$ cat config.mk
export PLATFORM = sky130hd
export DESIGN_NAME = ptp_ts_queue_flat
export DESIGN_NICKNAME = d
export VERILOG_FILES = /design/src/rtl/ptp_ts_queue_if.sv /design/src/rtl/ptp_ts_queue.sv /design/src/flat_wrapper.sv
export SDC_FILE = /design/constraint.sdc
export NUM_CORES = 1
export LEC_CHECK = 0
export ABC_CLOCK_PERIOD_IN_PS = 11200
export BUFFER_PORTS_ARGS = -buffer_cell sky130_fd_sc_hd__buf_2
export CORE_AREA = 5 5 339 341
export DETAILED_ROUTE_END_ITERATION = 8
export DIE_AREA = 0 0 344 346
export PLACE_DENSITY_LB_ADDON = 0.05
export SLEW_MARGIN = 0
export SYNTH_ARGS = -nofsm -noshare
export SYNTH_HDL_FRONTEND = slang
export SYNTH_SLANG_ARGS = --single-unit
$ cat constraint.sdc
create_clock -name clk -period 11.2 [get_ports clk]
set_input_delay 2.24 -clock clk [delete_from_list [all_inputs] [get_ports clk]]
set_output_delay 2.24 -clock clk [all_outputs]
set_load 0.01 [all_outputs]
$ cat src/rtl/ptp_ts_queue_if.sv
// Bus bundle between the PTP parser/timestamp source and the timestamp queue.
// The master side drives capture and queue controls; the slave side is the queue.
interface ptp_ts_queue_if #(
    parameter int DEPTH_LOG2 = 4
);
    logic [63:0]         ts_in;
    logic                sop_valid;
    logic                ptp_found;
    logic [31:0]         ptp_infor;
    logic                q_rd;
    logic                q_clr;
    logic [95:0]         q_data;
    logic                q_empty;
    logic [DEPTH_LOG2:0] q_level;
    logic [7:0]          q_ovf_cnt;

    modport master (
        output ts_in, sop_valid, ptp_found, ptp_infor, q_rd, q_clr,
        input  q_data, q_empty, q_level, q_ovf_cnt
    );

    modport slave (
        input  ts_in, sop_valid, ptp_found, ptp_infor, q_rd, q_clr,
        output q_data, q_empty, q_level, q_ovf_cnt
    );
endinterface

$ cat src/rtl/ptp_ts_queue.sv
// PTP event timestamp capture: latches ts_in at SOP, pairs it with parser info on the
// PTP-found rising edge, and queues {infor, ts} entries in a first-word fall-through FIFO.
module ptp_ts_queue #(
    parameter int DEPTH_LOG2 = 4
) (
    input  logic          clk,
    input  logic          rst,
    ptp_ts_queue_if.slave bus
);
    localparam int DEPTH = 1 << DEPTH_LOG2;
    localparam logic [DEPTH_LOG2:0] FULL_LVL = (DEPTH_LOG2 + 1)'(DEPTH);

    typedef enum logic {
        IDLE  = 1'b0,
        ARMED = 1'b1
    } state_t;

    state_t                state;
    state_t                state_nxt;
    logic                  found_d1;
    logic                  found_rise;
    logic                  push_req;
    logic [63:0]           ts_hold;

    logic [95:0]           mem [DEPTH];
    logic [DEPTH_LOG2-1:0] rd_ptr;
    logic [DEPTH_LOG2-1:0] wr_ptr;
    logic [DEPTH_LOG2:0]   level;
    logic [7:0]            ovf_cnt;
    logic                  empty;
    logic                  full;
    logic                  pop;
    logic                  wr_en;
    logic                  drop;

    // ---- capture stage: SOP timestamp hold and PTP-found edge detection ----
    assign found_rise = bus.ptp_found & ~found_d1;

    always_ff @(posedge clk or posedge rst) begin
        if (rst) begin
            state    <= IDLE;
            found_d1 <= 1'b0;
        end else begin
            state    <= state_nxt;
            found_d1 <= bus.ptp_found;
        end
    end

    // A same-cycle SOP keeps the FSM armed; the push still pairs with the old ts_hold.
    always_comb begin
        state_nxt = state;
        push_req  = 1'b0;
        case (state)
            IDLE: begin
                if (bus.sop_valid) state_nxt = ARMED;
            end
            ARMED: begin
                if (found_rise) begin
                    push_req  = 1'b1;
                    state_nxt = IDLE;
                end
                if (bus.sop_valid) state_nxt = ARMED;
            end
            default: state_nxt = IDLE;
        endcase
        if (bus.q_clr) begin
            state_nxt = IDLE;
            push_req  = 1'b0;
        end
    end

    always_ff @(posedge clk or posedge rst) begin
        if (rst) begin
            ts_hold <= 64'd0;
        end else if (bus.sop_valid && !bus.q_clr) begin
            ts_hold <= bus.ts_in;
        end
    end

    // ---- queue stage: circular storage with level tracking ----
    assign empty = (level == '0);
    assign full  = (level == FULL_LVL);
    assign pop   = bus.q_rd & ~empty & ~bus.q_clr;
    assign wr_en = push_req & (~full | pop);
    assign drop  = push_req & full & ~pop;

    always_ff @(posedge clk) begin
        if (wr_en) begin
            mem[wr_ptr] <= {bus.ptp_infor, ts_hold};
        end
    end

    always_ff @(posedge clk or posedge rst) begin
        if (rst) begin
            rd_ptr  <= '0;
            wr_ptr  <= '0;
            level   <= '0;
            ovf_cnt <= 8'd0;
        end else if (bus.q_clr) begin
            rd_ptr  <= '0;
            wr_ptr  <= '0;
            level   <= '0;
            ovf_cnt <= 8'd0;
        end else begin
            if (wr_en) wr_ptr <= wr_ptr + 1'b1;
            if (pop)   rd_ptr <= rd_ptr + 1'b1;
            case ({wr_en, pop})
                2'b10:   level <= level + 1'b1;
                2'b01:   level <= level - 1'b1;
                default: level <= level;
            endcase
            if (drop && ovf_cnt != 8'hFF) ovf_cnt <= ovf_cnt + 1'b1;
        end
    end

    // ---- output stage: fall-through head, forced to zero when empty ----
    assign bus.q_data    = empty ? 96'd0 : mem[rd_ptr];
    assign bus.q_empty   = empty;
    assign bus.q_level   = level;
    assign bus.q_ovf_cnt = ovf_cnt;
endmodule

$ cat src/flat_wrapper.sv
// flat-port wrapper written by rule: the top's interface ports become plain ports
module ptp_ts_queue_flat 
#(
    parameter int DEPTH_LOG2 = 4
)
  (clk, rst, bus_ts_in, bus_sop_valid, bus_ptp_found, bus_ptp_infor, bus_q_rd, bus_q_clr, bus_q_data, bus_q_empty, bus_q_level, bus_q_ovf_cnt);
  ptp_ts_queue_if #(.DEPTH_LOG2(DEPTH_LOG2)) bus_i ();
  input  logic clk;
  input  logic rst;
  input wire logic [$bits(bus_i.ts_in)-1:0] bus_ts_in;
  input wire logic [$bits(bus_i.sop_valid)-1:0] bus_sop_valid;
  input wire logic [$bits(bus_i.ptp_found)-1:0] bus_ptp_found;
  input wire logic [$bits(bus_i.ptp_infor)-1:0] bus_ptp_infor;
  input wire logic [$bits(bus_i.q_rd)-1:0] bus_q_rd;
  input wire logic [$bits(bus_i.q_clr)-1:0] bus_q_clr;
  output wire logic [$bits(bus_i.q_data)-1:0] bus_q_data;
  output wire logic [$bits(bus_i.q_empty)-1:0] bus_q_empty;
  output wire logic [$bits(bus_i.q_level)-1:0] bus_q_level;
  output wire logic [$bits(bus_i.q_ovf_cnt)-1:0] bus_q_ovf_cnt;
  assign bus_i.ts_in = bus_ts_in;
  assign bus_i.sop_valid = bus_sop_valid;
  assign bus_i.ptp_found = bus_ptp_found;
  assign bus_i.ptp_infor = bus_ptp_infor;
  assign bus_i.q_rd = bus_q_rd;
  assign bus_i.q_clr = bus_q_clr;
  assign bus_q_data = bus_i.q_data;
  assign bus_q_empty = bus_i.q_empty;
  assign bus_q_level = bus_i.q_level;
  assign bus_q_ovf_cnt = bus_i.q_ovf_cnt;
  ptp_ts_queue #(.DEPTH_LOG2(DEPTH_LOG2)) u_core (.clk(clk), .rst(rst), .bus(bus_i));
endmodule
==> flow_metrics.env <==
export IMPL_outcome="finished clean"
export IMPL_core_area_um2=112000
export IMPL_hold_violations=0
export IMPL_io_buffers=211
export IMPL_drt_wl_total_um=138000
export IMPL_drc=0
export IMPL_setup_viol=0
export IMPL_ctsResizeCount=0
export IMPL_cts_root_buf="clkbuf_16"
export IMPL_p_total_mw=14.7
export IMPL_rsz0062_at_grt="no"
export IMPL_track_usage_pct=23.5
export IMPL_grt_pass1_vias=29443
export IMPL_clk_pin_slew_ns=0.06
export IMPL_hp_class="reg2reg"
export IMPL_dpl_hpwl_um=66200
export IMPL_drt_pass1_iter_count=5
export IMPL_mostFrequentLayoutCell="edfxtp_1"
export IMPL_syn_nets=2642
export IMPL_yosys_warnings=0
export IMPL_grt_start_max_net_pins=144
export IMPL_layout_nets=2938
export IMPL_htreeDepth=4
export IMPL_netlist_instances=2532
export IMPL_cts_tree="built"
export IMPL_synth_cell_types=50
export IMPL_leakage_nw=22.0
export IMPL_rows=123
export IMPL_fin_area_um2=70100
export IMPL_drive_above_1_share_pct=36.1
export IMPL_drt_iter0_drc=3155
export IMPL_slew_violations=0
export IMPL_io_pins=212
export IMPL_cp_max_fo=108
export IMPL_post_drt_wl_per_cell_um=30.9
export IMPL_clockBufferDepth=3
export IMPL_syn_area_um2=62000
export IMPL_cts_setup_buffers=0
export IMPL_ys_seq_elements=1623
export IMPL_vias_per_cell=6.16
export IMPL_synth_edf_count=1536
export IMPL_synth_seq_area_share_pct=77.9
export IMPL_cts_made_buffers=162
export IMPL_dieHeight_um=346
export IMPL_gp_congestion=0.739
export IMPL_finalCritPeriodShare_pct=62.1
export IMPL_synthArstFlopShare_pct=5.36
export IMPL_crit_required_ns=8.96
export IMPL_clkSinkCount=1623
export IMPL_clock_latency_ns=0.75
export IMPL_p_per_area_nw_per_um2=210
export IMPL_worstSetupPathType="reg2out"
export IMPL_place_area_um2=64900
export IMPL_die_x_um=344
export IMPL_arrival_ns=4.72
export IMPL_synthToLayoutAreaGrowth_pct=13.0
export IMPL_start_util_pct=55.6
export IMPL_tightest_slew_ns=1.09
export IMPL_max_slew_margin_pct=27.3
export IMPL_synth_ff_type="edfxtp_1"
export IMPL_ant_nets=0
export IMPL_cp_end_kind="primary output"
export IMPL_postCtsHoldBufs=0
export IMPL_mostFrequentLayoutCells="edfxtp_1 (1536), mux4_2 (480), buf_2 (211)"
export IMPL_irDropWorstVdd_v=0.000189
export IMPL_cap_viol_max_count=0
export IMPL_grt_pass1_wl_um=202000
export IMPL_syn_area_per_cell_um2=24.5
export IMPL_vias=27496
export IMPL_final_util_pct=62.8
export IMPL_antenna_found_initial=10
export IMPL_whs_ns=0.555
export IMPL_die_area_um2=119000
export IMPL_min_period_ns=6.96
export IMPL_grt_overflow=0
export IMPL_max_freq_mhz=144
export IMPL_startpoint_type="register"
export IMPL_skew_ns=0.0199
==> per-layer routing <==
metal	global-route usage, %	part of all wire, %	routed length (µm)
met5	0	0.014	20
met4	5.49	1.7	2380
met3	3.62	5.7	7850
met2	39.4	51	70700
met1	33.5	41	57000
==> area by class of cell <==
cell class                      instances  area (µm²)
Clock buffer                          243        4720
Clock inverter                         52         477
Tap cell                             1500        1880
Sequential cell                      1623       48300
Timing Repair Buffer                  265        1550
Multi-Input combinational cell        764       13100
Antenna cell                            7        17.5
Inverter                               12        47.5
Fill cell                            7438       41500
==> cell families after synthesis <==
kind of cell / count (synthesis) / synth area share [%]
flops: 1623 / 77.9
fa+ha+maj: 8 / 0.161
simple gates: 172 / 1.59
xor+xnor: 10 / 0.141
buf+inv: 145 / 1.20
mux: 550 / 18.7
compound gates: 24 / 0.331
==> state kept, by name (all words and copies together) (netlist names) <==
name and cells:
u_core.bus.q_level 5, u_core.bus.q_ovf_cnt 8, u_core.found_d1 1, u_core.mem 1536, u_core.rd_ptr 4, u_core.state 1, u_core.ts_hold 64, u_core.wr_ptr 4
==> cells in the mapped netlist, drive strengths merged, types with 3 or more instances <==
cell type  number  area [µm²]
nor2           20        75.1
mux2           65         736
edfxtp       1536       46100
nor4            7        50.1
o41ai           3        41.3
xor2            4        35.0
a21oi           4        20.0
o31ai           3        27.5
o21ai           3        15.0
nand2          19        71.3
nand3           6        30.0
mux2i           5        50.1
inv            12        45.0
dfrtp          87        2180
clkbuf         70         263
and2          100         626
xnor2           6        52.6
mux4          480       10800
nor3            7        35.0
buf            63         439
ha              8         100
==> critical path, cell delays in order, from the launching register on <==
cell and delay (ns):
dfrtp_4 1.08, buf_4 0.54, buf_12 0.65, mux4_2 0.61
mux4_2 0.45, and2_1 0.27, buf_2 0.19
==> path summary, 6_finish.rpt <==
check                                        start                      end  cells past startpoint  slack (ns)
max                               u_core.rd_ptr[0]            bus_q_data[5]                      6        4.24
min                        u_core.bus.q_ovf_cnt[2]  u_core.bus.q_ovf_cnt[2]                      1        0.56
max reg2reg                  u_core.bus.q_level[2]       u_core.mem[11][50]                      5        7.82
min reg2reg                u_core.bus.q_ovf_cnt[2]  u_core.bus.q_ovf_cnt[2]                      1        0.56
max in group asynchronous                      rst       u_core.ts_hold[19]                      4        8.08
min in group asynchronous                      rst       u_core.ts_hold[58]                      2        1.37
==> where the power goes <==
| part | internal [mW] | switching (mW) | total (mW) |
|---|---|---|---|
| Sequential | 6.81 | 0.234 | 7.04 |
| Combinational | 1.28 | 1.15 | 2.43 |
| Clock | 3.09 | 2.17 | 5.26 |
| Total | 11.2 | 3.55 | 14.7 |
==> per-stage QoR <==
stage / setup WS (ns) / setup TNS, ns / instances
after floorplan: -1.32 / -507.62 / 2532
after global placement: 4.91 / 0 / 4164
after detailed placement: 4.89 / 0 / 4164
after CTS: 4.06 / 0 / 4459
after global routing: 3.84 / 0 / 4461
final: 4.24 / 0 / 4466
Power figures use the tool's default switching activity.
